## src/rtl/tile_sequencer.sv

```systemverilog
// rtl/tile_sequencer.sv - instruction sequencer driving the 8x8 MAC core for one weight tile
//
// Ports:
//   clk, reset        clock; synchronous active-low reset
//   start             one-cycle launch request, honoured only in IDLE
//   cfg_w_base        xmem address of weight vector 0
//   cfg_x_base        xmem address of activation vector 0
//   cfg_p_base        pmem address of the first psum
//   cfg_nij           number of activation vectors / psums
//   cfg_acc           value of inst[33] while executing
//   ofifo_valid       OFIFO head holds valid data
//   inst              34-bit core instruction (registered)
//   busy, done, err   status: not idle, completion pulse, sticky drain timeout
module tile_sequencer #(
    parameter int row      = 8,
    parameter int col      = 8,
    parameter int addr_bw  = 11,
    parameter int nij_bw   = 7,
    parameter int drain_to = 255
) (
    input  logic               clk,
    input  logic               reset,
    input  logic               start,
    input  logic [addr_bw-1:0] cfg_w_base,
    input  logic [addr_bw-1:0] cfg_x_base,
    input  logic [addr_bw-1:0] cfg_p_base,
    input  logic [nij_bw-1:0]  cfg_nij,
    input  logic               cfg_acc,
    input  logic               ofifo_valid,
    output logic [33:0]        inst,
    output logic               busy,
    output logic               done,
    output logic               err
);

    localparam logic [33:0] inst_idle = 34'h1_800C_0000;
    localparam int cnt_w  = ($clog2(row + col + 1) > nij_bw + 1) ? $clog2(row + col + 1) : nij_bw + 1;
    localparam int idle_w = $clog2(drain_to + 1);

    typedef enum logic [3:0] {
        S_IDLE, S_W_XFER, S_W_LOAD, S_W_FLUSH, S_X_XFER, S_X_EXEC, S_X_TAIL, S_DRAIN, S_DONE
    } state_t;

    state_t              state_q, state_d;
    logic [cnt_w-1:0]    cnt_q, cnt_d;
    logic [nij_bw-1:0]   written_q, written_d;
    logic [idle_w-1:0]   idle_q, idle_d;
    logic                err_d;
    logic [33:0]         inst_d;
    logic                pop;
    logic [addr_bw-1:0]  w_base_q, x_base_q, p_base_q, w_base_s;
    logic [nij_bw-1:0]   nij_q;
    logic                acc_q;

    // The first weight address is issued on the acceptance edge, before the
    // latched copy exists, so IDLE looks straight at the config input.
    assign w_base_s = (state_q == S_IDLE) ? cfg_w_base : w_base_q;

    always_comb begin
        state_d   = state_q;
        cnt_d     = cnt_q + cnt_w'(1);
        written_d = written_q;
        idle_d    = idle_q;
        err_d     = err;
        inst_d    = inst_idle;

        // Pops are decided from this cycle's ofifo_valid and appear on inst
        // the next cycle; written counts issued pops so none is repeated.
        pop = (state_q inside {S_X_EXEC, S_X_TAIL, S_DRAIN}) && ofifo_valid && (written_q < nij_q);

        case (state_q)
            S_IDLE: begin
                cnt_d = '0;
                if (start) begin
                    err_d     = 1'b0;
                    written_d = '0;
                    idle_d    = '0;
                    state_d   = (cfg_nij == '0) ? S_DONE : S_W_XFER;
                end
            end
            S_W_XFER: if (cnt_q == cnt_w'(col)) begin
                state_d = S_W_LOAD;
                cnt_d   = '0;
            end
            S_W_LOAD: if (cnt_q == cnt_w'(col - 1)) begin
                state_d = S_W_FLUSH;
                cnt_d   = '0;
            end
            S_W_FLUSH: if (cnt_q == cnt_w'(row + col - 1)) begin
                state_d = S_X_XFER;
                cnt_d   = '0;
            end
            S_X_XFER: if (cnt_q == cnt_w'(nij_q)) begin
                state_d = S_X_EXEC;
                cnt_d   = '0;
            end
            S_X_EXEC: if (cnt_q == cnt_w'(nij_q) - cnt_w'(1)) begin
                state_d = S_X_TAIL;
                cnt_d   = '0;
            end
            S_X_TAIL: if (cnt_q == cnt_w'(row + col - 1)) begin
                state_d = S_DRAIN;
                cnt_d   = '0;
            end
            S_DRAIN: begin
                cnt_d = '0;
                if (written_q == nij_q) begin
                    state_d = S_DONE;
                end else if (pop) begin
                    idle_d = '0;
                end else if (idle_q == idle_w'(drain_to - 1)) begin
                    state_d = S_DONE;
                    err_d   = 1'b1;
                end else begin
                    idle_d = idle_q + idle_w'(1);
                end
            end
            S_DONE: begin
                state_d = S_IDLE;
                cnt_d   = '0;
            end
            default: begin
                state_d = S_IDLE;
                cnt_d   = '0;
            end
        endcase

        if (pop) begin
            written_d = written_q + nij_bw'(1);
        end

        // Instruction for the cycle the FSM is about to enter. The extra
        // transfer cycle carries l0_wr alone to absorb the SRAM read latency.
        case (state_d)
            S_W_XFER: begin
                if (cnt_d < cnt_w'(col)) begin
                    inst_d[19]            = 1'b0;
                    inst_d[7 +: addr_bw]  = w_base_s + addr_bw'(cnt_d);
                end
                if (cnt_d != '0) inst_d[2] = 1'b1;
            end
            S_W_LOAD: begin
                inst_d[3] = 1'b1;
                inst_d[0] = 1'b1;
            end
            S_X_XFER: begin
                if (cnt_d < cnt_w'(nij_q)) begin
                    inst_d[19]            = 1'b0;
                    inst_d[7 +: addr_bw]  = x_base_q + addr_bw'(cnt_d);
                end
                if (cnt_d != '0) inst_d[2] = 1'b1;
            end
            S_X_EXEC: begin
                inst_d[33] = acc_q;
                inst_d[3]  = 1'b1;
                inst_d[1]  = 1'b1;
            end
            S_X_TAIL: begin
                inst_d[33] = acc_q;
                inst_d[1]  = 1'b1;
            end
            default: ;
        endcase

        if (pop) begin
            inst_d[6]             = 1'b1;
            inst_d[32]            = 1'b0;
            inst_d[31]            = 1'b0;
            inst_d[20 +: addr_bw] = p_base_q + addr_bw'(written_q);
        end
    end

    always_ff @(posedge clk) begin
        if (!reset) begin
            state_q   <= S_IDLE;
            cnt_q     <= '0;
            written_q <= '0;
            idle_q    <= '0;
            w_base_q  <= '0;
            x_base_q  <= '0;
            p_base_q  <= '0;
            nij_q     <= '0;
            acc_q     <= 1'b0;
            inst      <= inst_idle;
            busy      <= 1'b0;
            done      <= 1'b0;
            err       <= 1'b0;
        end else begin
            state_q   <= state_d;
            cnt_q     <= cnt_d;
            written_q <= written_d;
            idle_q    <= idle_d;
            inst      <= inst_d;
            busy      <= (state_d != S_IDLE);
            done      <= (state_d == S_DONE);
            err       <= err_d;
            if (state_q == S_IDLE && start) begin
                w_base_q <= cfg_w_base;
                x_base_q <= cfg_x_base;
                p_base_q <= cfg_p_base;
                nij_q    <= cfg_nij;
                acc_q    <= cfg_acc;
            end
        end
    end

endmodule

```

## config.mk

```make
export PLATFORM = sky130hd
export DESIGN_NAME = tile_sequencer
export DESIGN_NICKNAME = d
export VERILOG_FILES = /design/src/rtl/tile_sequencer.sv
export SDC_FILE = /design/constraint.sdc
export NUM_CORES = 1
export LEC_CHECK = 0
export CAP_MARGIN = 20
export CORE_MARGIN = 2
export CORE_UTILIZATION = 59
export CTS_CLUSTER_SIZE = 8
export DETAILED_ROUTE_END_ITERATION = 10
export PLACE_DENSITY = 0.92
export SETUP_SLACK_MARGIN = 0.4
export SYNTH_ARGS = -nofsm -noshare
export SYNTH_HDL_FRONTEND = slang
export SYNTH_SLANG_ARGS = --single-unit
```

## constraint.sdc

```tcl
create_clock -name clk -period 9.8 [get_ports clk]
set_input_delay 1.47 -clock clk [delete_from_list [all_inputs] [get_ports clk]]
set_output_delay 1.47 -clock clk [all_outputs]
set_load 0.02 [all_outputs]
```

==> metrics.csv <==
stage;metric;value;unit
critical_path;reg2reg_to;inst[11]$_SDFF_PN0_;
cts;cts_hold_buf;0;
drt;dr.pass1.iters;5;
floorplanning;die_h;102;um
critical_path;crit_required;10.09;ns
critical_path;end_kind;register;
status;outcome;completed;
floorplanning;row_count;35;
sta;tns;0;ns
synthesis;synth_async_sr_flop_share;0;
cts;clk_path_buf_depth;2;
critical_path;arrival;5.53;ns
cells_and_area;areaGrowthSynthToFinish;17.8;%
critical_path;crit_type;reg2reg;
grt;met2_usage;0.524;
cts;clock_latency;0.39;ns
sta;maxSlewHeadroom;0.437;
sta;post-route-period-util;0.535;
drt;vias;5408;
grt;grt_max_degree;57;
cells_and_area;fin_area;6740;sq um
drt;wire_per_inst;16.9;um
sta;rsz0062_at_grt;no;
synthesis;avgSynthCellArea;8.09;sq um
critical_path;worst-r2r-setup-slack;4.56;ns
sta;max_freq;191;MHz
critical_path;path_max_fanout;11;
sta;hold_violations;0;
drt;drtIter0Drc;410;
synthesis;synth_area;5720;sq um
cts;numCtsBuffers;9;
floorplanning;initial_core_util;0.613;
synthesis;yosysWarnings;0;
cts;cts_root_buf;clkbuf_8;
synthesis;ys_ff_latch;101;
drt;ant_nets;0;
drt;viasPerCell;6.02;
floorplanning;fp.dieArea;10500;sq um
sta;final_max_slew_viol_count;0;
place;io_buffers;78;
cts;cts_resized;0;
synthesis;synth_commonest_cells;nand2_1 (110), dfxtp_1 (101), a21oi_1 (68);
drt;drt_drc_violations_left;0;
place;gp_congestion;1.01;
power;max-vdd-ir-drop;101;uV
synthesis;synth_area_leader_cell;dfxtp_1;
sta;worst_pin_slew;0.823;ns
critical_path;cp-endpoint;inst[11]$_SDFF_PN0_;
grt;grt_pass1_vias;5274;
sta;skew;0.0226;ns
critical_path;reg2reg_from;nij_q[1]$_SDFFE_PN0P_;
synthesis;synth_cell_types;72;
floorplanning;io_pins;82;
place;hpwl;11.4;mm
worst_hold_path;hold_path_class;reg2reg;
cts;postCtsSetupBuffers;0;
synthesis;synth_edf_count;0;
cts;htreeDepth;3;
synthesis;synthCells;707;
drt;finalWirelength;15.2;mm
grt;grt_pass1_wl;24.6;mm
grt;use_met3;0.0479;
cells_and_area;fill_cells;701;
grt;grt.busiest_layer;met2;
cells_and_area;drive_gt1_frac;0.0597;
cells_and_area;fin_nets;855;
cts;cts.clk_slew.worst_paths;0.11;ns
critical_path;cp-startpoint;nij_q[1]$_SDFFE_PN0P_;
grt;grt_antenna_before_repair;0;
cells_and_area;diodes;0;
synthesis;synthFlopType;dfxtp_1;
floorplanning;die_x;102;um
grt;grt_remaining_overflow;0;
grt;met1_usage;0.351;
power;powerDensity;128;nW/um^2
cts;cts_tree;yes;
critical_path;r2r_cells;15;
grt;groute.usage.overall;0.297;
floorplanning;coreArea;9330;sq um
power;p_leak;2.70;nW
place;placed_cell_area;6530;sq um
sta;setup_viol;0;
worst_hold_path;worstHoldPathCells;2;
synthesis;yosysSeqAreaShare;0.353;
synthesis;synth_area_leaders;dfxtp_1 (35%), ha_1 (9.2%), nand2_1 (7.2%), a21oi_1 (5.9%), xor2_1 (4.4%);
cts;cts.sinks;101;
synthesis;synth_top_area_frac;0.353;
job;maxCapViolCount;0;
critical_path;cp-start-kind;register;
synthesis;yosysMostFrequentCell;nand2_1;
sta;fin_crit;5.24;ns
-- metal layers --
layer  share of wire  routed length, um  up-vias
met4           0.034                523        0
met5               0                  0        -
li1                -                  -     2547
met2            0.50               7640      235
met1            0.40               6010     2580
met3           0.067               1020       46
-- cell families (layout without fill, tap and decap cells) --
| family | after synthesis | after routing | share of synthesized area |
|---|---|---|---|
| AOI/OAI and AO/OA | 160 | 160 | 0.175 |
| adders and majority gates | 45 | 45 | 0.102 |
| xor gates and xnor gates | 48 | 48 | 0.0735 |
| other | 2 | 3 | 0.00131 |
| DFF | 101 | 101 | 0.353 |
| buffers and inverters | 69 | 131 | 0.0516 |
| and+or+nand+nor | 270 | 270 | 0.220 |
| muxes | 12 | 12 | 0.0227 |
-- layout make-up --
cell class,count,area [sq um],area share
clock buffer,9,124,0.0184
clock inverter,7,86.3,0.0128
inverter,33,124,0.0184
multi-input combinational,538,3410,0.506
sequential,101,2020,0.300
tap,129,161,0.0239
timing repair buffer,82,811,0.120
-- placed cells by master, fill, tap and decap left out, types with 5 or more instances in the layout --
master | Yosys | routed
nand2_1 | 110 | 110
nor2b_1 | 8 | 8
o22ai_1 | 12 | 12
nand3_1 | 16 | 16
nor3_1 | 21 | 21
or3_1 | 8 | 8
xnor2_1 | 19 | 19
nand4_1 | 5 | 5
nor2_1 | 64 | 64
and3_1 | 7 | 7
clkdlybuf4s50_1 | 0 | 78
a21oi_1 | 68 | 68
inv_1 | 33 | 33
o21ai_0 | 24 | 24
clkbuf_8 | 0 | 9
mux2_2 | 8 | 8
a21o_1 | 10 | 10
ha_1 | 42 | 42
dfxtp_1 | 101 | 101
xor2_1 | 29 | 29
o21bai_1 | 7 | 7
-- stage by stage --
stage	hold WS, ns	utilization	instances	setup slack, ns	power, mW
final	0.464	0.723	899	4.56	0.862
after global routing	0.485	0.723	899	4.19	0.890
after CTS	0.464	0.723	899	4.69	0.858
after detailed placement	0.449	0.700	883	4.73	0.593
after global placement	0.440	0.700	883	5.14	0.585
after floorplan	0.431	-	708	5.49	0.540
-- sequential cells by signal (all words and copies together), names as in the netlist, 4 cells and up --
register,cells
state_q,4
p_base_q,11
idle_q,8
x_base_q,11
w_base_q,11
written_q,7
cnt_q,8
inst,30
nij_q,7
-- worst min-delay path by stage --
stage	slack, ns	to	from
2_1_floorplan	0.43	acc_q$_SDFFE_PN0P_	acc_q$_SDFFE_PN0P_
3_3_place_gp	0.44	w_base_q[6]$_SDFFE_PN0P_	w_base_q[6]$_SDFFE_PN0P_
3_5_place_dp	0.45	w_base_q[0]$_SDFFE_PN0P_	w_base_q[0]$_SDFFE_PN0P_
4_1_cts	0.46	w_base_q[0]$_SDFFE_PN0P_	w_base_q[0]$_SDFFE_PN0P_
5_1_grt	0.48	x_base_q[3]$_SDFFE_PN0P_	x_base_q[3]$_SDFFE_PN0P_
6_report	0.46	x_base_q[3]$_SDFFE_PN0P_	x_base_q[3]$_SDFFE_PN0P_
-- critical path: stages (launching register included) --
cell	delay [ns]
dfxtp_1	0.45
inv_1	0.13
ha_1	0.30
o21ba_1	0.21
a221oi_1	0.31
a41oi_1	0.09
nor4_2	0.45
a21boi_1	0.27
nor2_1	0.41
nor2_1	0.19
ha_1	0.35
a2111oi_0	0.77
o21ai_0	0.16
o31ai_1	0.33
nand3_1	0.43
o22ai_1	0.30
-- power by group --
part	switching (mW)	total, mW	internal [mW]
Combinational	0.0807	0.147	0.0667
Clock	0.172	0.275	0.103
Sequential	0.0137	0.440	0.426
(Power assumes the default switching activity.)
